--- config.mk ---
export PLATFORM = sky130hd
export DESIGN_NAME = ultrasonic_scan
export DESIGN_NICKNAME = d
export VERILOG_FILES = /design/src/rtl/ultrasonic_scan.sv
export SDC_FILE = /design/constraint.sdc
export NUM_CORES = 1
export LEC_CHECK = 0
export ABC_AREA = 1
export CORE_ASPECT_RATIO = 2
export CORE_MARGIN = 5
export CORE_UTILIZATION = 43
export CTS_CLUSTER_SIZE = 40
export DETAILED_ROUTE_END_ITERATION = 7
export GPL_TIMING_DRIVEN = 0
export REMOVE_ABC_BUFFERS = 1
export SYNTH_ARGS = -nofsm -noshare
export SYNTH_HDL_FRONTEND = slang
export SYNTH_SLANG_ARGS = --single-unit
export TNS_END_PERCENT = 30
--- constraint.sdc ---
create_clock -name clk -period 6.4 [get_ports clk]
set_input_delay 1.92 -clock clk [delete_from_list [all_inputs] [get_ports clk]]
set_output_delay 1.92 -clock clk [all_outputs]
set_load 0.01 [all_outputs]
--- src/rtl/ultrasonic_scan.sv ---
// Multi-channel ultrasonic ranging sequencer: round-robin trigger, echo
// width measurement and per-channel obstacle flags against a threshold.
//
// Ports:
//   clk, rst            single clock, asynchronous active-high reset
//   enable              scanning enable; a started slot always completes
//   echo[CHANNELS]      raw asynchronous echo pins (2-FF synchronised)
//   threshold[DIST_W]   obstacle threshold in cycles, sampled at publish
//   trig[CHANNELS]      one-hot trigger pulses
//   width_valid         one-cycle publish strobe
//   echo_width          measured echo width, held until next publish
//   width_ch            channel of the published measurement
//   timeout             published slot had no complete echo
//   obstacle, obstacle_any  per-channel obstacle flags and their OR
//
// Optional build macro ULTRASONIC_SCAN_FILTER_EN: obstacle flags change only
// after two consecutive publishes agree on the new value.
module ultrasonic_scan #(
    parameter int CHANNELS      = 4,
    parameter int PERIOD_CYCLES = 6501200,
    parameter int TRIG_CYCLES   = 1200,
    parameter int DIST_W        = 24,
    localparam int CH_W = (CHANNELS > 1) ? $clog2(CHANNELS) : 1
) (
    input  logic                clk,
    input  logic                rst,
    input  logic                enable,
    input  logic [CHANNELS-1:0] echo,
    input  logic [DIST_W-1:0]   threshold,
    output logic [CHANNELS-1:0] trig,
    output logic                width_valid,
    output logic [DIST_W-1:0]   echo_width,
    output logic [CH_W-1:0]     width_ch,
    output logic                timeout,
    output logic [CHANNELS-1:0] obstacle,
    output logic                obstacle_any
);

    localparam int CNT_W = $clog2(PERIOD_CYCLES);

    localparam logic [CNT_W-1:0]    SLOT_LAST = CNT_W'(PERIOD_CYCLES - 1);
    localparam logic [CNT_W-1:0]    TRIG_LAST = CNT_W'(TRIG_CYCLES - 1);
    localparam logic [CH_W-1:0]     CH_LAST   = CH_W'(CHANNELS - 1);
    localparam logic [CHANNELS-1:0] CH_ONE    = CHANNELS'(1);
    localparam logic [DIST_W-1:0]   W_ONE     = DIST_W'(1);

    localparam logic [2:0] S_IDLE = 3'd0;
    localparam logic [2:0] S_TRIG = 3'd1;
    localparam logic [2:0] S_WAIT = 3'd2;
    localparam logic [2:0] S_MEAS = 3'd3;
    localparam logic [2:0] S_HOLD = 3'd4;

    logic [2:0]          state;
    logic [2:0]          state_n;
    logic [CNT_W-1:0]    slot_cnt;
    logic [CH_W-1:0]     ch;
    logic [DIST_W-1:0]   width;
    logic [DIST_W-1:0]   width_n;
    logic [DIST_W-1:0]   sat_inc;
    logic [CHANNELS-1:0] echo_m;
    logic [CHANNELS-1:0] echo_s;
    logic [CHANNELS-1:0] ch_hot;
    logic [CHANNELS-1:0] obs_n;
    logic                echo_cur;
    logic                slot_end;
    logic                pub;
    logic                pub_to;
    logic [DIST_W-1:0]   pub_w;
    logic                adv;
    logic                below;

`ifdef ULTRASONIC_SCAN_FILTER_EN
    logic [CHANNELS-1:0] pending;
    logic [CHANNELS-1:0] pend_n;
    logic                obs_cur;
    logic                pend_cur;
`endif

    assign ch_hot   = CH_ONE << ch;
    assign echo_cur = |(echo_s & ch_hot);
    assign slot_end = (slot_cnt == SLOT_LAST);
    assign sat_inc  = (&width) ? width : width + W_ONE;

    always_comb begin
        state_n = state;
        width_n = width;
        pub     = 1'b0;
        pub_to  = 1'b0;
        pub_w   = width;
        adv     = 1'b0;
        unique case (state)
            S_IDLE: begin
                if (enable) state_n = S_TRIG;
            end
            S_TRIG: begin
                if (slot_cnt == TRIG_LAST) state_n = S_WAIT;
            end
            S_WAIT: begin
                // Slot end wins over a late rise; a stale high echo counts
                // as the rising edge.
                if (slot_end) begin
                    pub    = 1'b1;
                    pub_to = 1'b1;
                    pub_w  = '0;
                    adv    = 1'b1;
                end else if (echo_cur) begin
                    width_n = W_ONE;
                    state_n = S_MEAS;
                end
            end
            S_MEAS: begin
                // Slot end beats a coincident fall: reported as timeout.
                if (slot_end) begin
                    pub    = 1'b1;
                    pub_to = 1'b1;
                    pub_w  = echo_cur ? sat_inc : width;
                    adv    = 1'b1;
                end else if (echo_cur) begin
                    width_n = sat_inc;
                end else begin
                    pub     = 1'b1;
                    state_n = S_HOLD;
                end
            end
            S_HOLD: begin
                if (slot_end) adv = 1'b1;
            end
            default: state_n = S_IDLE;
        endcase
        if (adv) state_n = enable ? S_TRIG : S_IDLE;
    end

    always_comb begin
        below = !pub_to && (pub_w < threshold);
`ifdef ULTRASONIC_SCAN_FILTER_EN
        obs_cur  = |(obstacle & ch_hot);
        pend_cur = |(pending & ch_hot);
        obs_n    = obstacle;
        pend_n   = pending & ~ch_hot;
        if (below != obs_cur) begin
            if (pend_cur) begin
                obs_n = below ? (obstacle | ch_hot) : (obstacle & ~ch_hot);
            end else begin
                pend_n = pending | ch_hot;
            end
        end
`else
        obs_n = below ? (obstacle | ch_hot) : (obstacle & ~ch_hot);
`endif
    end

    always_ff @(posedge clk or posedge rst) begin
        if (rst) begin
            echo_m       <= '0;
            echo_s       <= '0;
            state        <= S_IDLE;
            slot_cnt     <= '0;
            ch           <= '0;
            width        <= '0;
            trig         <= '0;
            width_valid  <= 1'b0;
            echo_width   <= '0;
            width_ch     <= '0;
            timeout      <= 1'b0;
            obstacle     <= '0;
            obstacle_any <= 1'b0;
        end else begin
            echo_m      <= echo;
            echo_s      <= echo_m;
            state       <= state_n;
            width       <= width_n;
            width_valid <= pub;
            trig        <= (state == S_TRIG) ? ch_hot : '0;
            if (state == S_IDLE || slot_end) slot_cnt <= '0;
            else slot_cnt <= slot_cnt + 1'b1;
            if (adv) ch <= (ch == CH_LAST) ? '0 : ch + 1'b1;
            if (pub) begin
                echo_width   <= pub_w;
                width_ch     <= ch;
                timeout      <= pub_to;
                obstacle     <= obs_n;
                obstacle_any <= |obs_n;
            end
        end
    end

`ifdef ULTRASONIC_SCAN_FILTER_EN
    always_ff @(posedge clk or posedge rst) begin
        if (rst) pending <= '0;
        else if (pub) pending <= pend_n;
    end
`endif

endmodule

Word-level counts from Yosys, hierarchy flattened
Cells that the tools add are included.
{"block": "totals", "reg_bits": 97, "in_bits": 31, "wordCells": 79}
{"block": "classes", "n_lt_le_gt_ge": 1, "bitwise_logic": 4, "shift": 1, "reduce_logical": 12, "n_mux": 28, "eq_ne": 17, "add_sub_neg": 3}
{"cell": "$mux 24", "count": 7}
{"cell": "$pmux 24 s2", "count": 2}
{"cell": "$add 24x1->24 const B", "count": 1}
{"cell": "$lt 24x24->1", "count": 1}
{"cell": "$reduce_and 24->1", "count": 1}
{"cell": "$add 23x1->23 const B", "count": 1}
{"cell": "$eq 23x11->1 const B", "count": 1}
{"cell": "$eq 23x23->1 const B", "count": 1}
{"cell": "$mux 23", "count": 1}
{"cell": "$mux 3", "count": 7}
{"cell": "$ne 3x3->1 const B", "count": 6}
{"cell": "$pmux 3 s5", "count": 1}
{"cell": "$and 4x4->4", "count": 2}
{"cell": "$mux 4", "count": 2}
{"cell": "$ne 2x2->1 const B", "count": 4}
{"cell": "$reduce_or 4->1", "count": 2}
{"cell": "$reduce_and 7->1", "count": 1}
{"cell": "$eq 3x2->1 const B", "count": 2}
{"cell": "$mux 1", "count": 6}
{"cell": "$not 4->4", "count": 1}
{"cell": "$or 4x4->4", "count": 1}
{"cell": "$reduce_and 4->1", "count": 1}
{"cell": "$shl 1x2->4 const A", "count": 1}
{"cell": "$eq 3x1->1 const B", "count": 1}
{"cell": "12 further kinds", "count": 12}

Longest topological paths before layout
Gate-level depths: netlist (run 1).
{"block": "logic_depth", "depth_word": 10, "depth_mapped": 27, "depth_no_buf": 27}

Least setup slack after synthesis (run 1)
No wires, ideal clock.
{"block": "synth_path", "path_kind": "in2reg", "startpoint": "input threshold[13]", "endpoint": "register obstacle_any", "setup_time_ps": 77, "n_path_buf": 0, "stages": 11, "arrival_time_ps": 3272, "path_slack_ps": 3050, "path_cell_list": "inv_1 ha_1 a21oi_1 nor2_1 a211oi_1 a21oi_1 nor3_1 nand3_1 nand2_1 nor2_1 a21oi_1"}
{"block": "synth_between", "elab_chain_cells": 4}
{"element": "start, declared", "line_no": "29", "rtl": "input logic [DIST_W-1:0] threshold,"}
{"element": "$lt 24x24->1", "line_no": "134", "rtl": "below = !pub_to && (pub_w < threshold);"}
{"element": "$logic_and 1x1->1", "line_no": "134"}
{"element": "$mux 4", "line_no": "148", "rtl": "obs_n = below ? (obstacle | ch_hot) : (obstacle & ~ch_hot);"}
{"element": "$reduce_or 4->1", "line_no": "182", "rtl": "obstacle_any <= |obs_n;"}
{"element": "end signal, assigned", "line_no": "182"}
{"element": "end, declared", "line_no": "36", "rtl": "output logic obstacle_any"}
Every way passes these cells.
A chain may end at the register's enable or synchronous reset.

Worst setup path in the final report (run 1)
{"block": "layout_path", "startpoint": "register slot_cnt[0]", "endpoint": "register obstacle[2]"}
{"block": "layout_between", "elab_chain_cells": 6, "elab_cells_between_ends": 12, "classes_between": "order compare: 1; eq/ne: 1; mux: 8; reduce/logical: 2"}
{"element": "start, declared", "line_no": "55", "rtl": "logic [CNT_W-1:0] slot_cnt;"}
{"element": "start signal, assigned", "line_no": "175", "rtl": "else slot_cnt <= slot_cnt + 1'b1;"}
{"element": "$eq 23x23->1 (*)", "line_no": "81", "rtl": "assign slot_end = (slot_cnt == SLOT_LAST);"}
{"element": "$mux 24 (tied with other cells)", "line_no": "113", "rtl": "if (slot_end) begin"}
{"element": "$pmux 24 s2 / $mux 1 (equally long branches)"}
{"element": "$lt 24x24->1 / $logic_not 1->1 (equally long branches)", "line_no": "134"}
{"element": "$logic_and 1x1->1", "line_no": "134"}
{"element": "$mux 4", "line_no": "148"}
{"element": "end signal, assigned", "line_no": "181", "rtl": "obstacle <= obs_n;"}
{"element": "end, declared", "line_no": "35", "rtl": "output logic [CHANNELS-1:0] obstacle,"}
Every way passes the cells marked *; elsewhere a longest branch is shown, timed or not.

==> results of run 1 <==
[logic make-up (layout without fill, tap and decap cells)]
| kind of cell | after synthesis | count (layout) | synth area share (%) |
|---|---|---|---|
| mux | 2 | 2 | 0.385 |
| flops | 97 | 97 | 43.9 |
| compound gates | 106 | 106 | 11.6 |
| simple gates | 311 | 311 | 26.3 |
| fa+ha+maj | 29 | 29 | 6.56 |
| buf+inv | 116 | 184 | 7.94 |
| xor+xnor | 20 | 20 | 3.30 |
[cell usage after synthesis (all sizes together)]
cell type / instances
mux2: 1
dfrtp: 97
a22oi: 1
xor2: 19
o2111ai: 1
nor2: 73
nor4: 7
nand2: 166
mux2i: 1
o21a: 4
a21oi: 29
o21ai: 18
nand3: 28
xnor2: 1
nor3b: 6
o21bai: 1
nand4: 8
clkbuf: 12
inv: 95
or2: 1
nor3: 21
clkinv: 4
o22ai: 44
and3: 1
buf: 5
a211oi: 3
a31oi: 5
ha: 29
[state kept, by name, indices dropped and copies added, names as in the netlist]
| name | flops |
|---|---|
| echo_width | 24 |
| width | 24 |
| slot_cnt | 23 |
| echo_m | 4 |
| echo_s | 4 |
| obstacle | 4 |
| trig | 4 |
| state | 3 |
| ch | 2 |
| width_ch | 2 |
| obstacle_any | 1 |
| timeout | 1 |
| width_valid | 1 |
[layer usage]
metal	global-route usage (%)	vias to the layer above	share of wire [%]
li1	-	2359	-
met1	19.9	2269	36
met2	35.3	103	58
met3	2.79	26	3.2
met4	7.45	0	2.6
met5	0	-	0
[where the power goes]
part           leakage [nW]  total (mW)  internal, mW  switching [mW]
logic                  1.61       0.373         0.136           0.237
clock network         0.154       0.571         0.312           0.258
registers              1.29       0.696         0.657          0.0389
total                  3.06        1.64          1.11           0.534
[worst reg2reg max path: stages, from the launching register on]
cell	delay, ps
dfrtp_1	410
ha_1	250
nand3_2	140
nor2_1	80
nand4_1	220
inv_1	480
a21oi_4	850
clkinv_1	1140
a31oi_1	530
[how the worst max path moves through the flow]
stage                            from          end  slack (ps)  depth (start not counted)
after detailed placement  slot_cnt[0]  obstacle[2]        2070                          9
after global routing      slot_cnt[0]  obstacle[2]        1750                          8
after global placement    slot_cnt[0]  obstacle[3]          70                          8
after CTS                 slot_cnt[0]  obstacle[2]        2040                          8
final                     slot_cnt[0]  obstacle[2]        2200                          8
after floorplan                   rst        ch[0]        1950                          1
[cell type report]
class                      instances  area, sq um  area share, %
clock inverter                     7         87.6           1.31
clock buffer                       9          225           3.37
timing repair buffer              69          709           10.6
multi-input combinational        468         2680           40.0
inverter                          99          374           5.59
tap                              150          188           2.81
sequential                        97         2430           36.3
[cell usage in the layout, fill, tap and decap left out, types with 9 or more instances in the layout]
master	count
a21oi_1	28
nor2_2	13
nand3_1	24
inv_1	88
o21ai_0	15
nand2_2	10
xor2_1	18
nor2_1	56
nor3_1	15
ha_1	29
clkdlybuf4s50_1	67
o22ai_1	41
nand2_1	155
dfrtp_1	97
clkbuf_16	9
[through the flow]
stage | utilization, % | setup slack, ps | power [mW] | instances | instance area, sq um
2_1_floorplan | - | 1950 | 0.934 | 664 | 5460
3_3_place_gp | 50.1 | 72.0 | 1.06 | 881 | 6320
3_5_place_dp | 50.5 | 2070 | 1.08 | 883 | 6380
4_1_cts | 53.0 | 2040 | 1.66 | 899 | 6690
5_1_grt | 53.0 | 1750 | 1.73 | 899 | 6690
6_report | 53.0 | 2200 | 1.64 | 899 | 6690
==> impl_metrics.toml, run 1 <==
[outcome]
status = "finished clean"

[floorplan]
core_sq_mm = 0.0126
die_w_um = 90.2
rows = 58
num_io_pins = 68
floorplan.initialDensity_pct = 43.8
die_area_sq_mm = 0.0154
die_h_um = 170

[clocking]
cts_resized = 0
cts_root_buf = "clkbuf_16"
hold_buffers = 0
tritoncts = "done"
cts_setup_buffers = 0
clk_pin_slew_ps = 70
ctsHtreeMaxLevel = 3
cts.sinks = 97
clk_latency_ps = 350
cts_buffers = 9
clockBufferDepth = 2

[synthesis]
synthTopCellsByArea = "dfrtp_1, nand2_1, ha_1"
synth_top_area_cell = "dfrtp_1"
ys_seq_elements = 97
syn-instance-count = 681
synth_cell_types = 42
yosysTopAreaCellShare_pct = 43.9
synth.cell_area_sq_mm = 0.00553
syn_area_per_cell_sq_um = 8.12
yosys_warnings = 0
yosysSeqAreaShare_pct = 43.9

[setup_path]
path_class = "reg -> reg"
critPathRequiredTime_ps = 6640
cp-end-kind = "register"
max_stage_delay_ps = 1120
cp_max_fo = 34
cpMaxStageDelayCell = "clkinv_1"
critPathTopFamily = "buffers and inverters"
reg2reg_to = "obstacle[2]"
arrival_ps = 4440
rr_startpoint = "slot_cnt[0]"
cp-start-kind = "register"
r2r_setup_slack_ps = 2200
r2r_cells = 8
critical_path_buf_inv_count = 2
path_cells = "ha_1 > nand3_2 > nor2_1 > nand4_1 > inv_1 > a21oi_4 > clkinv_1 > a31oi_1"

[route]
post_drt_wl_per_cell_um = 15.2
vias = 4757
drc_errors = 0
drtIter0Drc = 236
wirelength_um = 13700
dr.pass1.iters = 5
ant_nets = 0
routed_via_density = 5.29

[grt]
grt_pass1_wl_um = 23000
grt_use_total_pct = 18.4
antenna_found_initial = 0
grt_pass1_vias = 4885
grt_max_degree = 56
overflow = 0

[worst_hold_path]
hp-start = "echo_m[1]"
hold_depth = 0
holdPathEnd = "echo_s[1]"
hp-class = "reg -> reg"

[place]
gp_congestion = 0.898
post-dp-hpwl_um = 10300
io_buffers = 67

[timing]
max_slew_margin_pct = 27.6
final.setup.tns_ps = 0
worst_pin_slew_ps = 1080
drv_slew = 0
setup_violations = 0
holdWs_ps = 358
finalClockSkew_ps = 9.46
min_period_over_period_pct = 65.7
hold_viol = 0
max_freq_mhz = 238
layout_min_cycle_time_ps = 4200
rsz0062_at_grt = "no"

[layout]
drive_above_1_share_pct = 9.75
diodes = 0
area_delta_synth_final_pct = 21.0
final_nets = 804
nFillCells = 1217

[power]
ir_drop_mv = 0.144
powerDensity_mw_per_mm2 = 245
p_leak_nw = 3.06

[job]
drv_cap = 0
Power figures use the tool's default switching activity.
==> inputs of run 2 (changes only) <==
- clock period: 6.4 -> 4 ns (I/O delays scaled with it)
==> impl_metrics.toml, run 2 (synthesis gave the netlist of run 1 again) <==
[setup_path]
rr_startpoint = "ch[0]"
cp-end-kind = "register"
cp-start-kind = "register"
r2r_setup_slack_ps = 210
cpMaxStageDelayCell = "dfrtp_1"
arrival_ps = 4020
critPathRequiredTime_ps = 4230
r2r_cells = 24
cp_max_fo = 5
max_stage_delay_ps = 430
path_cells = "inv_2 > ha_2 > nand2_1 > nand4_1 > nand2_4 > inv_2 > nand2_2 > inv_2 > nand2_1 > inv_2 > nand4_4 > nor4_4 > xor2_1 > o22ai_2 > ha_1 > nand2_1 > nor2_1 > nand4_1 > a21oi_2 > nor3_4 > nand3_1 > nand2_1 > nor2_1 > a21oi_1"
reg2reg_to = "obstacle_any"
path_class = "reg -> reg"

[route]
ant_nets = 0
vias = 4824
routed_via_density = 5.28
drtIter0Drc = 240
post_drt_wl_per_cell_um = 15.3
drc_errors = 0
wirelength_um = 14000
dr.pass1.iters = 4

[timing]
final.setup.tns_ps = 0
setup_violations = 0
finalClockSkew_ps = 8.27
hold_viol = 0
max_freq_mhz = 264
layout_min_cycle_time_ps = 3790
worst_pin_slew_ps = 953
max_slew_margin_pct = 36.3
min_period_over_period_pct = 94.8
drv_slew = 0
setup_ws_ps = 210

[place]
placed_area_sq_mm = 0.00638
gp_congestion = 0.898
io_buffers = 67
place_ws_ps = -334
post-dp-hpwl_um = 10300

[clocking]
cts.sinks = 97
hold_buffers = 0
clk_pin_slew_ps = 70
clockBufferDepth = 2
clk_latency_ps = 350
cts_buffers = 9
cts_root_buf = "clkbuf_16"
ctsHtreeMaxLevel = 3
tritoncts = "done"

[layout]
final_nets = 819
diodes = 0
layout_commonest_cell = "nand2_1"
reg_top3 = "echo_width x24, width x24, slot_cnt x23"
fin_util_pct = 54.7
final_cell_area_sq_mm = 0.00690
final_cell_mix = "nand2_1, dfrtp_1, inv_1, clkdlybuf4s50_1, nor2_1"
area_delta_synth_final_pct = 24.8
drive_above_1_share_pct = 13.7

[power]
powerDensity_mw_per_mm2 = 383
p_switching_uw = 862
sequentialPowerShare_pct = 42.1
ir_drop_mv = 0.236
p_leak_nw = 3.15
clock_power_share_pct = 34.7
p_int_mw = 1.78
power_switching_share_pct = 32.6
combPwrFrac_pct = 23.2

[worst_hold_path]
hp-start = "echo_m[3]"
hp-class = "reg -> reg"
hold_depth = 0
holdPathEnd = "echo_s[3]"

[grt]
grt_pass1_wl_um = 23200
overflow = 0
antenna_found_initial = 0
grt_max_degree = 56
grt_pass1_vias = 4904
grt_use_total_pct = 18.6

[floorplan]
num_io_pins = 68
die_area_sq_mm = 0.0154
core_sq_mm = 0.0126
floorplan.initialDensity_pct = 43.8
die_w_um = 90.2
die_h_um = 170
rows = 58

[job]
drv_cap = 0

[outcome]
status = "finished clean"
==> run 2: stage by stage <==
| step | hold slack (ps) | total power, mW | std cells |
|---|---|---|---|
| 6_report | 359 | 2.64 | 914 |
| 5_1_grt | 369 | 2.79 | 914 |
| 4_1_cts | 363 | 2.65 | 900 |
| 3_5_place_dp | 336 | 1.73 | 883 |
| 3_3_place_gp | 334 | 1.69 | 881 |
| 2_1_floorplan | 331 | 1.49 | 664 |
==> run 2: power groups by stage <==
stage | clock (mW) | combinational [mW] | sequential (mW)
final | 0.916 | 0.613 | 1.11
after global routing | 0.972 | 0.700 | 1.12
after CTS | 0.935 | 0.605 | 1.11
after detailed placement | 0 | 0.603 | 1.13
after global placement | 0 | 0.567 | 1.13
after floorplan | 0 | 0.368 | 1.13
==> run 2: worst max-delay path by stage <==
stage,cells after the start,start,to
floorplan,8,slot_cnt[0],obstacle[3]
global placement,8,slot_cnt[0],obstacle[3]
detailed placement,9,slot_cnt[0],obstacle[2]
CTS,9,slot_cnt[0],obstacle[2]
global route,24,ch[0],obstacle_any
finish,24,ch[0],obstacle_any
==> run 2: final cells by class <==
type	instances	area, sq um
Clock buffer	9	225
Clock inverter	7	87.6
Inverter	99	383
Tap cell	150	188
Sequential cell	97	2430
Timing Repair Buffer	83	815
Fill cell	1193	5720
Multi-Input combinational cell	468	2770
Timing Repair inverter	1	7.51
==> run 2: layer usage <==
layer	wire (um)	track usage, %
met5	0	0
met4	396	7.91
met3	438	2.83
met2	8080	35.4
met1	5120	20.0
==> run 2: worst max-delay path, delay by kind of cell, from the launching register on <==
kind	cells	cell delay (ps)
flip-flops	1	430
buffers and inverters	4	370
AND/OR/NAND/NOR	14	1690
XOR/XNOR	1	240
adder cells (fa/ha/maj)	2	520
AO/OA/AOI/OAI	3	450
==> run 2: repair_timing <==
item / 4_1_cts / 5_1_grt
buffers inserted: 0 / 14
gates resized for setup: 6 / 20
pin swaps: 0 / 12
gates cloned: 1 / 0
setup endpoints to repair: 30 / 30
==> RTL change (flow settings as in run 1) <==
The parameter `DIST_W` goes from 24 to 36.
--- a/src/rtl/ultrasonic_scan.sv
+++ b/src/rtl/ultrasonic_scan.sv
@@ -21,3 +21,3 @@
     parameter int TRIG_CYCLES   = 1200,
-    parameter int DIST_W        = 24,
+    parameter int DIST_W        = 36,
     localparam int CH_W = (CHANNELS > 1) ? $clog2(CHANNELS) : 1
Ports: changed (resized echo_width and threshold); port bits go from 68 to 92. The function was not compared with the original's and may differ.
==> RTL change against run 1 <==
- clock skew shrank 0.0016 ns
- worst hold slack got worse by 0.012 ns
- final area increased by 35%
- via count is 35% higher
- combinational power rose by 37%
- total power up 49%
- worst setup slack lost 0.58 ns
- sequential cell count grew 24
- routed wire length grew 43%
- synthesized area increased by 30%
- core utilization rose by 1.3 points
- final cell count up 35%
- largest cell class unchanged
- highest routed layer unchanged
==> RTL change: results (changes against run 1) <==
* Outcome: finished clean
* P_leak at 4.20 nW (+37%)
* First drt pass iteration count at 5 (unchanged)
* Initial antenna violation count at 0 (unchanged)
* Largest net degree at the start of global routing at 86 (+54%)
* Crit path max-delay family: simple AND/OR/NAND/NOR gates
* First-pass GRT wire length at 31.8 mm (+38%)
* HPWL after DPL at 14.5 mm (+41%)
* Clock buffer depth at 2 (unchanged)
* Dominant cells by area after synthesis: dfrtp_1, nand2_1, ha_1
* Fin Clk Skew at 0.00790 ns (-0.00156 ns)
* Type of the most critical hold path: register to register
* Final WL at 19.5 mm (+43%)
* Worst Reg-to-Reg Cells at 22 (+14)
* Max_slew headroom at 14.2% (-13 points)
* Synth Flop Type: dfrtp_1
* CP arrival at 5.12 ns (+0.68 ns)
* # port buffers at 91 (+36%)
* Vias at 6,399 (+35%)
* Detailed Route Iter0 Violations at 209 (-11%)
* GPL Wtd Cong at 0.879 (-2.2%)
* Crit path max fanout at 33 (-2.9%)
* Async S/R FF share, synth at 100% (unchanged)
* Place WS at 1.65 ns (-0.414 ns)
* Total CTS buffers at 17 (+8)
* Max IR drop VDD at 0.000228 V (+58%)
* Max frequency at 0.209 GHz (-12%)
* Max H-tree Level at 4 (+1)
* CP peak stage delay at 0.92 ns (-0.20 ns)
* Biggest regs: echo_width: 36 flops, width: 36 flops, slot_cnt: 23 flops
* Post-CTS Setup Inserts at 0 (unchanged)
* Seq/Total Area, Yosys at 42.0% (-1.9 points)
* Worst Hold Launch: echo_m[0]
* Reg-to-Reg End: obstacle_any
* Worst-path clk slew at 0.05 ns (-0.02 ns)
* Clock tree root driver cell: clkbuf_16
* Vias in the first global route at 6,659 (+36%)
* Worst-Skew Late Latency at 0.42 ns (+0.07 ns)
* Synth top cells by count: nand2_1, inv_1, dfrtp_1
* GRT Resource Usage Total at 20.9% (+2.5 points)
* Layout cells sized above 1 at 9.79% (+0.046 points)
* Yosys warns at 0 (unchanged)
* Layout Nets at 1,082 (+35%)
* Synth cell types at 46 (+9.5%)
* Slowest CP cell: inv_1
==> RTL change: cell families (layout without fill, tap and decap cells) <==
logic type,after synthesis,in the layout,synth area share (%)
AOI/OAI and AO/OA,138,138,11.9
xor gates and xnor gates,28,28,3.50
adders and majority gates,41,41,7.11
buffers and inverters,158,263,8.38
DFF,121,121,42.0
muxes,2,2,0.312
and+or+nand+nor,418,418,26.9
==> RTL change: area by class of cell <==
type	count	area [µm²]
fillers	1625	7620
repair buffers	96	992
well taps	207	259
clock buffers	20	447
multi-input cells	627	3600
inverters	135	512
clock inverters	12	221
flip-flops and latches	121	3030
==> RTL change: per-layer routing <==
layer,vias to the layer above,global-route usage [%],share of wire (%)
li1,3175,-,-
met1,3048,20.2,35
met2,122,39.6,56
met3,54,3.60,3.1
met4,0,13.3,6.0
met5,-,0,0
==> RTL change: worst min-delay path by stage <==
stage | end | cells after the start
2_1_floorplan | echo_s[0] | 0
3_3_place_gp | echo_s[2] | 0
3_5_place_dp | echo_s[0] | 0
4_1_cts | echo_s[0] | 0
5_1_grt | echo_s[0] | 0
6_report | echo_s[0] | 0
==> RTL change: stage by stage <==
stage	hold slack, ns	area, µm²	total power, W	cells
2_1_floorplan	0.331	7120	0.00114	883
3_3_place_gp	0.331	8290	0.00133	1181
3_5_place_dp	0.336	8390	0.00137	1186
4_1_cts	0.349	9060	0.00248	1218
5_1_grt	0.355	9060	0.00257	1218
6_report	0.346	9060	0.00245	1218
==> RTL change: where the power goes <==
group,switching (W),internal [W]
sequential,0.0000335,0.000809
clock,0.000356,0.000739
combinational,0.000344,0.000168
